==> config.mk <==
export PLATFORM = sky130hd
export DESIGN_NAME = conv_row_sequencer
export DESIGN_NICKNAME = d
export VERILOG_FILES = /design/src/rtl/conv_row_sequencer_pkg.sv /design/src/rtl/conv_row_sequencer.sv
export SDC_FILE = /design/constraint.sdc
export NUM_CORES = 1
export LEC_CHECK = 0
export CAP_MARGIN = 15
export CORE_MARGIN = 3
export CORE_UTILIZATION = 54
export CTS_CLUSTER_DIAMETER = 50
export DETAILED_ROUTE_END_ITERATION = 10
export GPL_TIMING_DRIVEN = 1
export PLACE_DENSITY_LB_ADDON = 0.05
export SYNTH_ARGS = -nofsm -noshare
export SYNTH_HDL_FRONTEND = slang
export SYNTH_SLANG_ARGS = --single-unit
export TNS_END_PERCENT = 30
==> constraint.sdc <==
create_clock -name clk -period 3.6 [get_ports clk]
set_input_delay 1.08 -clock clk [delete_from_list [all_inputs] [get_ports clk]]
set_output_delay 1.08 -clock clk [all_outputs]
set_load 0.01 [all_outputs]
==> src/rtl/conv_row_sequencer_pkg.sv <==
// Shared layer-control definitions for the convolution row sequencer.
package conv_row_sequencer_pkg;

    typedef enum logic [2:0] {
        S_IDLE = 3'd0,
        S_CONV = 3'd1,
        S_LOAD = 3'd2,
        S_ACC  = 3'd3,
        S_OUT  = 3'd4,
        S_DONE = 3'd5
    } state_e;

    localparam int unsigned D_DEFAULT  = 4;
    // Cycles allowed in ACC before the accumulate stage is declared hung.
    localparam int unsigned WDOG_LIMIT = D_DEFAULT + 3;

    function automatic int unsigned wdog_limit(input int unsigned d);
        return d + 3;
    endfunction

    // Row index width; a one-row layer still needs a 1-bit index.
    function automatic int unsigned idx_width(input int unsigned rows);
        return (rows > 1) ? $clog2(rows) : 1;
    endfunction

endpackage

==> src/rtl/conv_row_sequencer.sv <==
// Row-level controller: conv-multiply -> accumulate -> downstream hold,
// with the next row's multiply overlapped on the output hold.
module conv_row_sequencer
    import conv_row_sequencer_pkg::*;
#(
    parameter int unsigned ROWS = 24,
    parameter int unsigned D    = 4
) (
    input  logic                       clk,
    input  logic                       rst_n,   // active-high despite the name
    input  logic                       start_i,
    output logic                       conv_start_o,
    input  logic                       conv_done_i,
    output logic                       add_load_o,
    input  logic                       add_done_i,
    output logic                       row_valid_o,
    input  logic                       row_ready_i,
    output logic [idx_width(ROWS)-1:0] row_idx_o,
    output logic                       busy_o,
    output logic                       layer_done_o,
    output logic                       err_o
);

    localparam int unsigned IDX_W = idx_width(ROWS);
    localparam int unsigned WDOG  = wdog_limit(D);
    localparam int unsigned WD_W  = $clog2(WDOG + 1);
    localparam logic [IDX_W-1:0] LAST_IDX = IDX_W'(ROWS - 1);
    localparam logic [WD_W-1:0]  WD_MAX   = WD_W'(WDOG - 1);

    state_e           state_q;
    logic [IDX_W-1:0] row_q;
    logic [WD_W-1:0]  wd_q;
    logic             pend_q;
    logic             conv_start_q;
    logic             add_load_q;
    logic             row_valid_q;
    logic             busy_q;
    logic             layer_done_q;
    logic             err_q;

    // Sequencer FSM; every output is a register updated on the transition.
    always_ff @(posedge clk) begin
        if (rst_n) begin
            state_q      <= S_IDLE;
            row_q        <= '0;
            wd_q         <= '0;
            pend_q       <= 1'b0;
            conv_start_q <= 1'b0;
            add_load_q   <= 1'b0;
            row_valid_q  <= 1'b0;
            busy_q       <= 1'b0;
            layer_done_q <= 1'b0;
            err_q        <= 1'b0;
        end else begin
            conv_start_q <= 1'b0;
            add_load_q   <= 1'b0;
            layer_done_q <= 1'b0;
            unique case (state_q)
                S_IDLE: begin
                    if (start_i) begin
                        state_q      <= S_CONV;
                        row_q        <= '0;
                        err_q        <= 1'b0;
                        conv_start_q <= 1'b1;
                        busy_q       <= 1'b1;
                    end
                end
                S_CONV: begin
                    if (conv_done_i) begin
                        state_q    <= S_LOAD;
                        add_load_q <= 1'b1;
                    end
                end
                S_LOAD: begin
                    wd_q    <= '0;
                    state_q <= S_ACC;
                end
                S_ACC: begin
                    if (add_done_i) begin
                        state_q      <= S_OUT;
                        row_valid_q  <= 1'b1;
                        pend_q       <= 1'b0;
                        // Overlap the next row's multiply with this row's hold.
                        conv_start_q <= (row_q != LAST_IDX);
                    end else if (wd_q == WD_MAX) begin
                        err_q   <= 1'b1;
                        busy_q  <= 1'b0;
                        state_q <= S_IDLE;
                    end else begin
                        wd_q <= wd_q + 1'b1;
                    end
                end
                S_OUT: begin
                    // Remember an early multiply completion; repeats collapse.
                    if (conv_done_i) pend_q <= 1'b1;
                    if (row_valid_q && row_ready_i) begin
                        row_valid_q <= 1'b0;
                        pend_q      <= 1'b0;
                        if (row_q == LAST_IDX) begin
                            state_q      <= S_DONE;
                            layer_done_q <= 1'b1;
                        end else begin
                            row_q <= row_q + 1'b1;
                            if (pend_q || conv_done_i) begin
                                state_q    <= S_LOAD;
                                add_load_q <= 1'b1;
                            end else begin
                                state_q <= S_CONV;
                            end
                        end
                    end
                end
                S_DONE: begin
                    busy_q  <= 1'b0;
                    state_q <= S_IDLE;
                end
                default: state_q <= S_IDLE;
            endcase
        end
    end

    assign conv_start_o = conv_start_q;
    assign add_load_o   = add_load_q;
    assign row_valid_o  = row_valid_q;
    assign row_idx_o    = row_q;
    assign busy_o       = busy_q;
    assign layer_done_o = layer_done_q;
    assign err_o        = err_q;

endmodule

* Word level (Yosys, flattened, before mapping)
Index checks and enable logic that the tools add are counted.
** Storage, ports and cells
- Flip-flop bits (word level) :: 18
- Logic and storage cells :: 87
- Bits of input ports :: 6
** Operators by class
- Add/sub/neg operators :: 2
- Bitwise gates (word level) :: 2
- Eq/ne operators :: 18
- Mux-type cells :: 39
- Reductions and logical operators :: 16
** Operator list (count)
- two-way mux 3 bit :: 8
- two-way mux 1 bit :: 18
- inequality test 2 bit (second input constant) :: 8
- AND reduction 4 bit :: 4
- two-way mux 5 bit :: 3
- one-hot mux 3 bit (5 select lines) :: 1
- one-hot mux 1 bit (2 select lines) :: 5
- one-hot mux 5 bit (2 select lines) :: 1
- equality test 3 bit (second input constant) :: 3
- AND reduction 3 bit :: 3
- nonzero test 2 bit :: 4
- equality test 3 x 2 -> 1 bit (second input constant) :: 2
- inequality test 3 bit (second input constant) :: 2
- one-hot mux 3 bit (2 select lines) :: 1
- adder 5 x 1 -> 5 bit (second input constant) :: 1
- equality test 5 bit (second input constant) :: 1
- inequality test 5 bit (second input constant) :: 1
- adder 3 x 1 -> 3 bit (second input constant) :: 1
- equality test 3 x 1 -> 1 bit (second input constant) :: 1
- logical NOT 3 bit :: 1
- one-hot mux 1 bit (3 select lines) :: 1
- nonzero test 3 bit :: 1
- OR reduction 3 bit :: 1
- two-way mux 2 bit :: 1
- 3 further kinds :: 4

* Longest topological paths before layout
Gate-level depths: netlist of run 1.
- Depth after elaboration :: 5
- Mapped depth :: 6
- Mapped depth without buffers :: 6

* Least setup slack after synthesis of run 1
No wires, ideal clock.
- Kind :: input to register
- Start point :: input port row_ready_i
- End point :: register row_q[1] (netlist: row_idx_o[1])
- Data arrival time :: 1.846 ns
- Cell stages on the path :: 4
- Path buffers :: 0
- Data required time :: 3.486 ns
- Path slack :: 1.639 ns
- Cell sequence :: nand3_2 -> a221oi_4 -> mux2i_1 -> nor2_1
** On the way
- Longest elaborated chain between the ends :: 3
** RTL lines
- start, declared :: RTL line conv_row_sequencer.sv:17 : input logic row_ready_i,
- logical AND 1 bit :: RTL line conv_row_sequencer.sv:96 : if (row_valid_q && row_ready_i) begin
- inequality test 2 bit (no line)
- AND reduction 4 bit (no line)
- end signal, assigned :: RTL line conv_row_sequencer.sv:103 : row_q <= row_q + 1'b1;
- end, declared :: RTL line conv_row_sequencer.sv:31 : logic [IDX_W-1:0] row_q;
Every way passes these cells.
A chain may end at the register's enable or synchronous reset.

* Final worst setup path of run 1
- Start point :: register row_q[2] (netlist: row_idx_o[2])
- End point :: output port row_idx_o[2]
** RTL lines
- end, declared :: RTL line conv_row_sequencer.sv:18 : output logic [idx_width(ROWS)-1:0] row_idx_o,
No word-level cell between the ends.

==> metrics.md, run 1 <==
| Metric | Value |
|---|---|
| Outcome | complete, no violations |
| PD cells | 366.7 nW/um^2 |
| Clock Tree Root | clkbuf_4 |
| Setup TNS | 0 ns |
| Worst-margin pin slew | 0.5678 ns |
| Kind of critical path | register to primary output |
| Detailed Place HPWL | 1446 microns |
| WL final | 1994 microns |
| Vias | 872 |
| Worst slack at placement | 0.9686 ns |
| Final Skew | 0.005278 ns |
| Period utilisation layout | 65.70% |
| Routed WL per cell | 14.24 microns |
| Max cap viols | 0 |
| FFs w/ async S/R, synth | 0% |
| Nets | 134 |
| # setup viols final | 0 |
| Int Pwr | 0.3022 mW |
| Arrival time at the worst endpoint | 1.29 ns |
| Die Area | 2287 sq um |
| Crit path time final | 2.365 ns |
| Worst-path clk slew | 0.11 ns |
| Area growth from synthesis to layout | 20.00% |
| Setup crit end kind | primary output |
| Tot GR Track Use | 20.59% |
| Final worst setup slack | 1.235 ns |
| Combinational power share | 16.7% |
| Psw | 0.1135 mW |
| Syn Nets | 117 |
| Via-per-instance ratio | 6.229 |
| Clk_lat worst skew | 0.30 ns |
| Most common cell after layout, fill and taps aside | dfxtp_1 |
| Primary FF master, synth | dfxtp_1 |
| Worst path cell trace | clkdlybuf4s50_1 |
| Synth cell types | 41 |
| Ratio of cells with drive above 1 in the final layout | 8.871% |
| Syn. warnings | 0 |
| Initial DRC Count | 16 |
| Switching Share | 27.30% |
| Fin. Hold Viols | 0 |
| Initial antenna violation count | 0 |
| HP Class | register to register |
| Syn Area/Cell | 8.747 sq um |
| GRT overflow | 0 |
| Placeable Area | 1577 sq um |
| Max Fclk | 422.8 MHz |
| Post-CTS setup buffers | 0 |
| Syn Std Cell Area | 944.7 sq um |
| Post-synth EDFFs | 0 |
| RSZ-0062 raised after global routing | false |
| Top cell family by delay on the critical path | buffers and inverters |
| Ports | 17 |
| Crit-path max FO | 6 |
| Final GP Congestion | 0.8203 |
| Critical path buffers and inverters | 1 |
| Final hold slack | 0.4825 ns |
| PortBufs | 16 |
| Remaining DRCs | 0 |
| Seq pwr share | 52.5% |
| Final-layout fill cell count | 132 |
| Power share of the clock group | 30.8% |
| Largest net degree at the start of global routing | 14 |
| Num rows | 14 |
| Ant. Diodes | 0 |
| CP peak stage delay | 0.58 ns |
| H-tree levels | 1 |
| Hold_buf cts | 0 |
| Starting Density | 59.92% |
| Post-Syn Instances | 108 |
| Peak supply drop | 0.2420 mV |
| Startpoint Class | register |
| Antenna Violating Nets Remaining | 0 |
| CP max stage cell | clkdlybuf4s50_1 |
| WP data required | 2.52 ns |
| Relative slew slack | 61.62% |
| Vias in the first global route | 774 |
| Clock Path Buffers | 2 |
| Leakage | 0.3884 nW |
| Pre-antenna DRT Iters | 4 |
| Die span in y | 47.83 microns |
| Max Slew Vio Count | 0 |
| Flop and latch count out of synthesis | 18 |
| Die W | 47.83 microns |
| CTS tree | done |
| Clock buffer count from CTS | 3 |
| First-pass GRT wire length | 3305 microns |
| Commonest non-fill, non-tap cells in the layout | dfxtp_1 (18), clkdlybuf4s50_1 (16), nor2_1 (12), a21oi_1 (9), nand2_1 (7) |
| CTS sink cnt | 18 |
| Sequential-to-total area share from yosys stat | 38.15% |
| Post_cts resized | 0 |
cell families (layout without fill, tap and decap cells):
kind of cell / Yosys count / in the layout / share of synthesized area, %
adders and majority gates: 3 / 3 / 3.974
DFF: 18 / 18 / 38.15
xor gates and xnor gates: 3 / 3 / 2.782
buffers and inverters: 9 / 25 / 4.900
muxes: 1 / 1 / 1.060
and+or+nand+nor: 44 / 44 / 26.10
AOI/OAI and AO/OA: 30 / 30 / 23.05
path summary, 6_finish.rpt:
check / slack [ns] / to / cells after the start / startpoint
worst max-delay path: 1.23 / row_idx_o[2] / 1 / row_idx_o[2]
worst min-delay path: 0.48 / wd_q[0] / 2 / wd_q[0]
worst max register to register: 1.79 / row_idx_o[1] / 4 / state_q[2]
worst min register to register: 0.48 / wd_q[0] / 2 / wd_q[0]
through the flow:
stage,utilization [%],total power [mW],instance area [sq um],instances
floorplan,-,0.2670,944.7,108
global placement,69.60,0.2903,1097,136
detailed placement,69.60,0.2914,1097,136
CTS,71.90,0.4179,1134,140
global route,71.90,0.4334,1134,140
finish,71.90,0.4157,1134,140
cells in the mapped netlist (2+ instances only):
master    instances  area [sq um]
a211oi_1          3         22.52
a21o_1            4         30.03
a21oi_1           9         45.04
buf_2             2         10.01
dfxtp_1          18         360.4
ha_1              3         37.54
inv_1             5         18.77
nand2_1           7         26.28
nand3_1           6         30.03
nor2_1           12         45.04
nor3_1            3         15.01
o211ai_1          2         15.01
o21ai_0           5         25.02
xnor2_1           2         17.52
registers in the layout, summed over array words and instances, names as in the netlist:
name and count:
conv_start_o 1, err_o 1, add_load_o 1, row_valid_o 1, pend_q 1, wd_q 3, busy_o 1, layer_done_o 1
state_q 3, row_idx_o 5
cell type report:
class                      instances  area (sq um)  share of cell area, %
tap                               16         20.02                  1.766
clock buffer                       4         36.28                  3.201
timing repair buffer              16         160.2                  14.13
sequential                        18         360.3                  31.79
multi-input combinational         81         538.0                  47.46
inverter                           5         18.77                  1.656
power groups by stage:
stage | Clock, mW | Combinational (mW) | Sequential (mW)
finish | 0.128 | 0.0694 | 0.218
global route | 0.135 | 0.0782 | 0.221
CTS | 0.130 | 0.0692 | 0.218
detailed placement | 0 | 0.0685 | 0.223
global placement | 0 | 0.0680 | 0.222
floorplan | 0 | 0.0482 | 0.219
per-layer routing:
layer	up-vias	global-route usage [%]	part of all wire (%)
li1	424	-	-
met1	401	27.50	47
met2	43	31.13	43
met3	4	3.759	7.4
met4	0	11.29	2.1
met5	-	0	0
No activity file was read; power rests on OpenSTA's default activity.
==> inputs of run 2 (changes only) <==
--- a/config.mk
+++ b/config.mk
@@ -7,7 +7,7 @@
 export LEC_CHECK = 0
 export CAP_MARGIN = 15
 export CORE_MARGIN = 3
-export CORE_UTILIZATION = 54
+export CORE_UTILIZATION = 50
 export CTS_CLUSTER_DIAMETER = 50
 export DETAILED_ROUTE_END_ITERATION = 10
 export GPL_TIMING_DRIVEN = 1
==> constraint.sdc (replaced) <==
create_clock -name clk -period 2.35 [get_ports clk]
set_input_delay 0.705 -clock clk [delete_from_list [all_inputs] [get_ports clk]]
set_output_delay 0.705 -clock clk [all_outputs]
set_load 0.01 [all_outputs]
==> run 2 against run 1 <==
Routed wire length fell by 10%; clock power rose by 15%; power rose by 42%; critical path type unchanged; die area rose by 7.0%; global-route usage fell by 4.0 points; via count fell by 6.5%; critical path depth did not move; cell area rose by 1.8%; cell count rose by 7.9%; utilization fell by 6.5 points; register-to-register slack got worse by 1.2 ns.
==> metrics.md, run 2 (synthesized netlist as in run 1, its figures left out) <==
| Metric | Value |
|---|---|
| Final worst setup slack | 0.3842 ns |
| Remaining DRCs | 0 |
| Crit path time final | 1.966 ns |
| PortBufs | 16 |
| Initial antenna violation count | 0 |
| Setup slack, reg-to-reg | 0.63 ns |
| Area growth from synthesis to layout | 22.12% |
| Period utilisation layout | 83.65% |
| Post_cts resized | 0 |
| Antenna Violating Nets Remaining | 0 |
| Max reg flops | 5 |
| Hold Path Origin | wd_q[0] |
| CTS sink cnt | 18 |
| Relative slew slack | 65.33% |
| HP Class | register to register |
| Critical path startpoint | row_idx_o[2] |
| Fin. Hold Viols | 0 |
| Routed WL per cell | 11.82 microns |
| Detailed Place HPWL | 1314 microns |
| Die W | 49.47 microns |
| Arrival time at the worst endpoint | 1.26 ns |
| CP peak stage delay | 0.56 ns |
| Via-per-instance ratio | 5.397 |
| Critical path buffers and inverters | 1 |
| Clock Path Buffers | 2 |
| Vias in the first global route | 763 |
| Post-route design area | 1154 sq um |
| Ratio of cells with drive above 1 in the final layout | 10.32% |
| Commonest non-fill, non-tap cells in the layout | dfxtp_1 (18), clkdlybuf4s50_1 (16), nor2_1 (12), a21oi_1 (9), nand2_1 (7) |
| Placeable Area | 1764 sq um |
| Reg-to-Reg Start | state_q[2] |
| CP max stage cell | clkdlybuf4s50_1 |
| Die span in y | 49.47 microns |
| Starting Density | 53.55% |
| Crit-path max FO | 6 |
| First-pass GRT wire length | 3215 microns |
| Peak supply drop | 0.3111 mV |
| Pre-antenna DRT Iters | 4 |
| PD cells | 512.5 nW/um^2 |
| WL final | 1785 microns |
| Post-CTS setup buffers | 0 |
| Clk_lat worst skew | 0.28 ns |
| Startpoint Class | register |
| GRT overflow | 0 |
| Max Fclk | 508.7 MHz |
| Leakage | 0.3958 nW |
| Setup TNS | 0 ns |
| Final Skew | 0.005149 ns |
| Levels on crit path | 1 |
| Ant. Diodes | 0 |
| WP data required | 1.64 ns |
| Hold path cells | 2 |
| Placed instance count | 148 |
| Worst reg2reg path depth | 4 |
| Initial DRC Count | 15 |
| Tot GR Track Use | 16.62% |
| Worst-path clk slew | 0.10 ns |
| Post-Layout Cell Count | 151 |
| Area post-placement | 1131 sq um |
| Hold Crit Endpoint | wd_q[0] |
| Max cap viols | 0 |
| Die Area | 2447 sq um |
| Worst slack at placement | 0.1262 ns |
| RSZ-0062 raised after global routing | false |
| Clock buffer count from CTS | 3 |
| Largest net degree at the start of global routing | 13 |
| Final-layout fill cell count | 159 |
| H-tree levels | 1 |
| Top cell family by delay on the critical path | buffers and inverters |
| Nets | 137 |
| Worst reg2reg endpoint | row_idx_o[1] |
| Max Slew Vio Count | 0 |
| # setup viols final | 0 |
| Setup crit end kind | primary output |
| CTS tree | done |
| Worst-margin pin slew | 0.5194 ns |
| Outcome | complete, no violations |
| Clock Tree Root | clkbuf_4 |
| Num rows | 15 |
| Vias | 815 |
| Ports | 17 |
| Most common cell after layout, fill and taps aside | dfxtp_1 |
| Worst path cell trace | clkdlybuf4s50_1 |
| Kind of critical path | register to primary output |
| Final GP Congestion | 0.8350 |
| Hold_buf cts | 0 |
## run 2: cell types whose count changed in the layout (fill, tap and decap cells not counted), sizes merged
cell / delta
buf: +3
clkbuf: -1
## run 2: cell type report
| cell class | count | area, sq um | area share (%) |
|---|---|---|---|
| multi-input cells | 81 | 538.0 | 46.64 |
| flip-flops and latches | 18 | 360.3 | 31.24 |
| repair buffers | 19 | 182.7 | 15.84 |
| well taps | 25 | 31.28 | 2.711 |
| clock buffers | 3 | 22.52 | 1.952 |
| inverters | 5 | 18.77 | 1.627 |
## run 2: worst reg2reg max path: cells and delay by family, from the launching register on
family	cells	cell delay, ns
compound gates	1	0.46
mux	1	0.23
simple gates	2	0.28
flops	1	0.66
## run 2: how the worst max path moves through the flow
stage / end
after detailed placement: row_idx_o[1]
final: row_idx_o[2]
after global routing: row_idx_o[2]
after global placement: row_idx_o[1]
after floorplan: row_idx_o[1]
after CTS: row_valid_o
## run 2: routing by layer
metal | part of all wire [%] | GRT usage [%]
met4 | 2.2 | 9.217
met2 | 40 | 23.44
met1 | 54 | 23.68
met5 | 0 | 0
met3 | 4.0 | 3.021
## run 2: power breakdown
| group | switching (mW) | internal [mW] |
|---|---|---|
| clock network | 0.0870 | 0.0595 |
| logic | 0.0547 | 0.0554 |
| registers | 0.0173 | 0.317 |
| total | 0.159 | 0.432 |
## run 2: stage by stage
| step | util, % | power (mW) | hold slack, ns |
|---|---|---|---|
| after floorplan | - | 0.4090 | 0.4458 |
| after global placement | 64.11 | 0.4505 | 0.4576 |
| after CTS | 65.39 | 0.5995 | 0.4777 |
| after detailed placement | 64.11 | 0.4510 | 0.4636 |
| final | 65.39 | 0.5913 | 0.4741 |
| after global routing | 65.39 | 0.6264 | 0.5061 |
==> inputs of run 3 (changes only) <==
--- a/config.mk
+++ b/config.mk
@@ -7,7 +7,7 @@
 export LEC_CHECK = 0
 export CAP_MARGIN = 15
 export CORE_MARGIN = 3
-export CORE_UTILIZATION = 50
+export CORE_UTILIZATION = 45
 export CTS_CLUSTER_DIAMETER = 50
 export DETAILED_ROUTE_END_ITERATION = 10
 export GPL_TIMING_DRIVEN = 1
==> constraint.sdc (replaced) <==
create_clock -name clk -period 1.7 [get_ports clk]
set_input_delay 0.51 -clock clk [delete_from_list [all_inputs] [get_ports clk]]
set_output_delay 0.51 -clock clk [all_outputs]
set_load 0.01 [all_outputs]
==> run 3 against run 2 <==
Sequential share of layout area down 2.7 points; clock-buffer cell count rose by 1; die area increased by 9.7%; flip-flop and latch count stayed put; critical endpoint is now conv_start_o; highest routed layer unchanged.
==> metrics.md, run 3 (synthesized netlist as in run 1, its figures left out) <==
| Metric | Value |
|---|---|
| Most common cell after layout, fill and taps aside | dfxtp_1 |
| Pre-antenna DRT Iters | 4 |
| Placed instance count | 158 |
| H-tree levels | 1 |
| Antenna Violating Nets Remaining | 0 |
| Clock Path Buffers | 2 |
| Commonest non-fill, non-tap cells in the layout | dfxtp_1 (16), buf_4 (15), nor2_1 (12), a21oi_1 (8), clkdlybuf4s50_1 (8) |
| Startpoint Class | register |
| Worst reg2reg path depth | 6 |
| Int Pwr | 0.6633 mW |
| Hold_buf cts | 0 |
| Post-Layout Cell Count | 164 |
| Ratio of cells with drive above 1 in the final layout | 23.02% |
| Final Power | 0.9117 mW |
| CP peak stage delay | 0.52 ns |
| Vias in the first global route | 848 |
| Switching Share | 27.24% |
| WP data required | 1.19 ns |
| Crit-path max FO | 1 |
| CTS tree | done |
| RSZ-0062 raised after global routing | false |
| Initial DRC Count | 13 |
| Psw | 0.2484 mW |
| Hold path cells | 2 |
| Reg-to-Reg Start | row_idx_o[0] |
| Via-per-instance ratio | 5.463 |
| Routed WL per cell | 14.07 microns |
| # setup viols final | 0 |
| Hold Path Origin | wd_q[0] |
| Worst-path clk slew | 0.11 ns |
| Die Area | 2685 sq um |
| Num rows | 15 |
| Setup crit end kind | primary output |
| Initial antenna violation count | 0 |
| Nets | 149 |
| Fin. Hold Viols | 0 |
| Final worst setup slack | 0.05358 ns |
| Placeable Area | 1858 sq um |
| Ports | 17 |
| Area of the multi-input gates | 555.5 sq um |
| Power share of the clock group | 29.1% |
| Final-layout fill cell count | 163 |
| Period utilisation layout | 96.85% |
| PortBufs | 16 |
| Hold Crit Endpoint | wd_q[0] |
| Finished Core Util | 68.42% |
| Detailed Place HPWL | 1687 microns |
| Area growth from synthesis to layout | 34.57% |
| GRT overflow | 0 |
| Combinational power share | 21.1% |
| Top cell family by delay on the critical path | buffers and inverters |
| Sequential Area | 362.8 sq um |
| Remaining DRCs | 0 |
| Max Fclk | 607.4 MHz |
| Die span in y | 51.82 microns |
| Worst slack at placement | -0.2586 ns |
| Final GP Congestion | 0.8216 |
| Starting Density | 50.84% |
| CTS sink cnt | 18 |
| Worst path cell trace | clkdlybuf4s50_1 |
| CP max stage cell | clkdlybuf4s50_1 |
| Ant. Diodes | 0 |
| First-pass GRT wire length | 3781 microns |
| Area post-placement | 1206 sq um |
| Clk_lat worst skew | 0.29 ns |
| Critical path startpoint | conv_start_o |
| Vias | 896 |
| Arrival time at the worst endpoint | 1.14 ns |
| Kind of critical path | register to primary output |
| Clock buffer count from CTS | 3 |
| Outcome | complete, no violations |
| HP Class | register to register |
| Post-route design area | 1271 sq um |
| Tot GR Track Use | 18.87% |
| Crit path time final | 1.646 ns |
| PD cells | 717.2 nW/um^2 |
| Die W | 51.82 microns |
| Seq pwr share | 49.8% |
| Critical path buffers and inverters | 1 |
| Clock Tree Root | clkbuf_4 |
| Final Skew | 0.003591 ns |
| Worst-margin pin slew | 0.2960 ns |
| Worst reg2reg endpoint | row_idx_o[2] |
| Max cap viols | 0 |
| WL final | 2308 microns |
| Max Slew Vio Count | 0 |
| Leakage | 0.5103 nW |
| Largest net degree at the start of global routing | 13 |
| Setup slack, reg-to-reg | 0.11 ns |
| Max reg flops | 5 |
| Relative slew slack | 80.20% |
| Peak supply drop | 0.4831 mV |
==> run 3: cell types whose count changed in the layout (fill, tap and decap cells not counted), moves of 2 or more <==
cell,previous run,this run
dfxtp_1,18,16
dfxtp_2,0,2
dlygate4sd2_1,0,7
buf_4,3,15
clkdlybuf4s50_1,16,8
==> run 3: how the worst max path moves through the flow <==
stage | end | slack (ns) | depth (start not counted)
after floorplan | row_idx_o[1] | 0.19 | 5
after global placement | row_idx_o[1] | -0.22 | 5
after detailed placement | row_idx_o[1] | -0.26 | 5
after CTS | err_o | 0.02 | 1
after global routing | state_q[0] | 0.01 | 5
final | conv_start_o | 0.05 | 1
==> run 3: metal layers <==
metal  wire length, microns  share of wire [%]  track usage (%)
met1                   1030                 45            25.93
met2                   1103                 48            29.45
met3                    159                6.9            3.438
met4                     14               0.61            6.550
met5                      0                  0                0
==> run 3: final cells by class <==
| type | count | area share, % |
|---|---|---|
| clock buffers | 4 | 2.854 |
| inverters | 5 | 1.476 |
| multi-input cells | 81 | 43.70 |
| flip-flops and latches | 18 | 28.54 |
| well taps | 25 | 2.461 |
| repair buffers | 31 | 20.96 |
==> run 3: timing repair <==
item | CTS | global route
setup endpoints to repair | 7 | 6
resized for setup | 9 | 5
setup buffers | 0 | 2
pin swaps | 0 | 3
==> run 3: metrics by stage <==
step / hold WS (ns) / TNS, ns
6_report: 0.4788 / 0
4_1_cts: 0.4851 / 0
2_1_floorplan: 0.4458 / 0
3_5_place_dp: 0.4687 / -1.859
5_1_grt: 0.5138 / 0
3_3_place_gp: 0.4588 / -1.418
==> run 3: power groups by stage <==
stage                     Clock (mW)  Sequential (mW)  Combinational, mW
final                          0.265            0.454              0.192
after detailed placement           0            0.464              0.182
after CTS                      0.270            0.453              0.180
after global placement             0            0.462              0.179
after global routing           0.285            0.459              0.209
after floorplan                    0            0.463              0.102
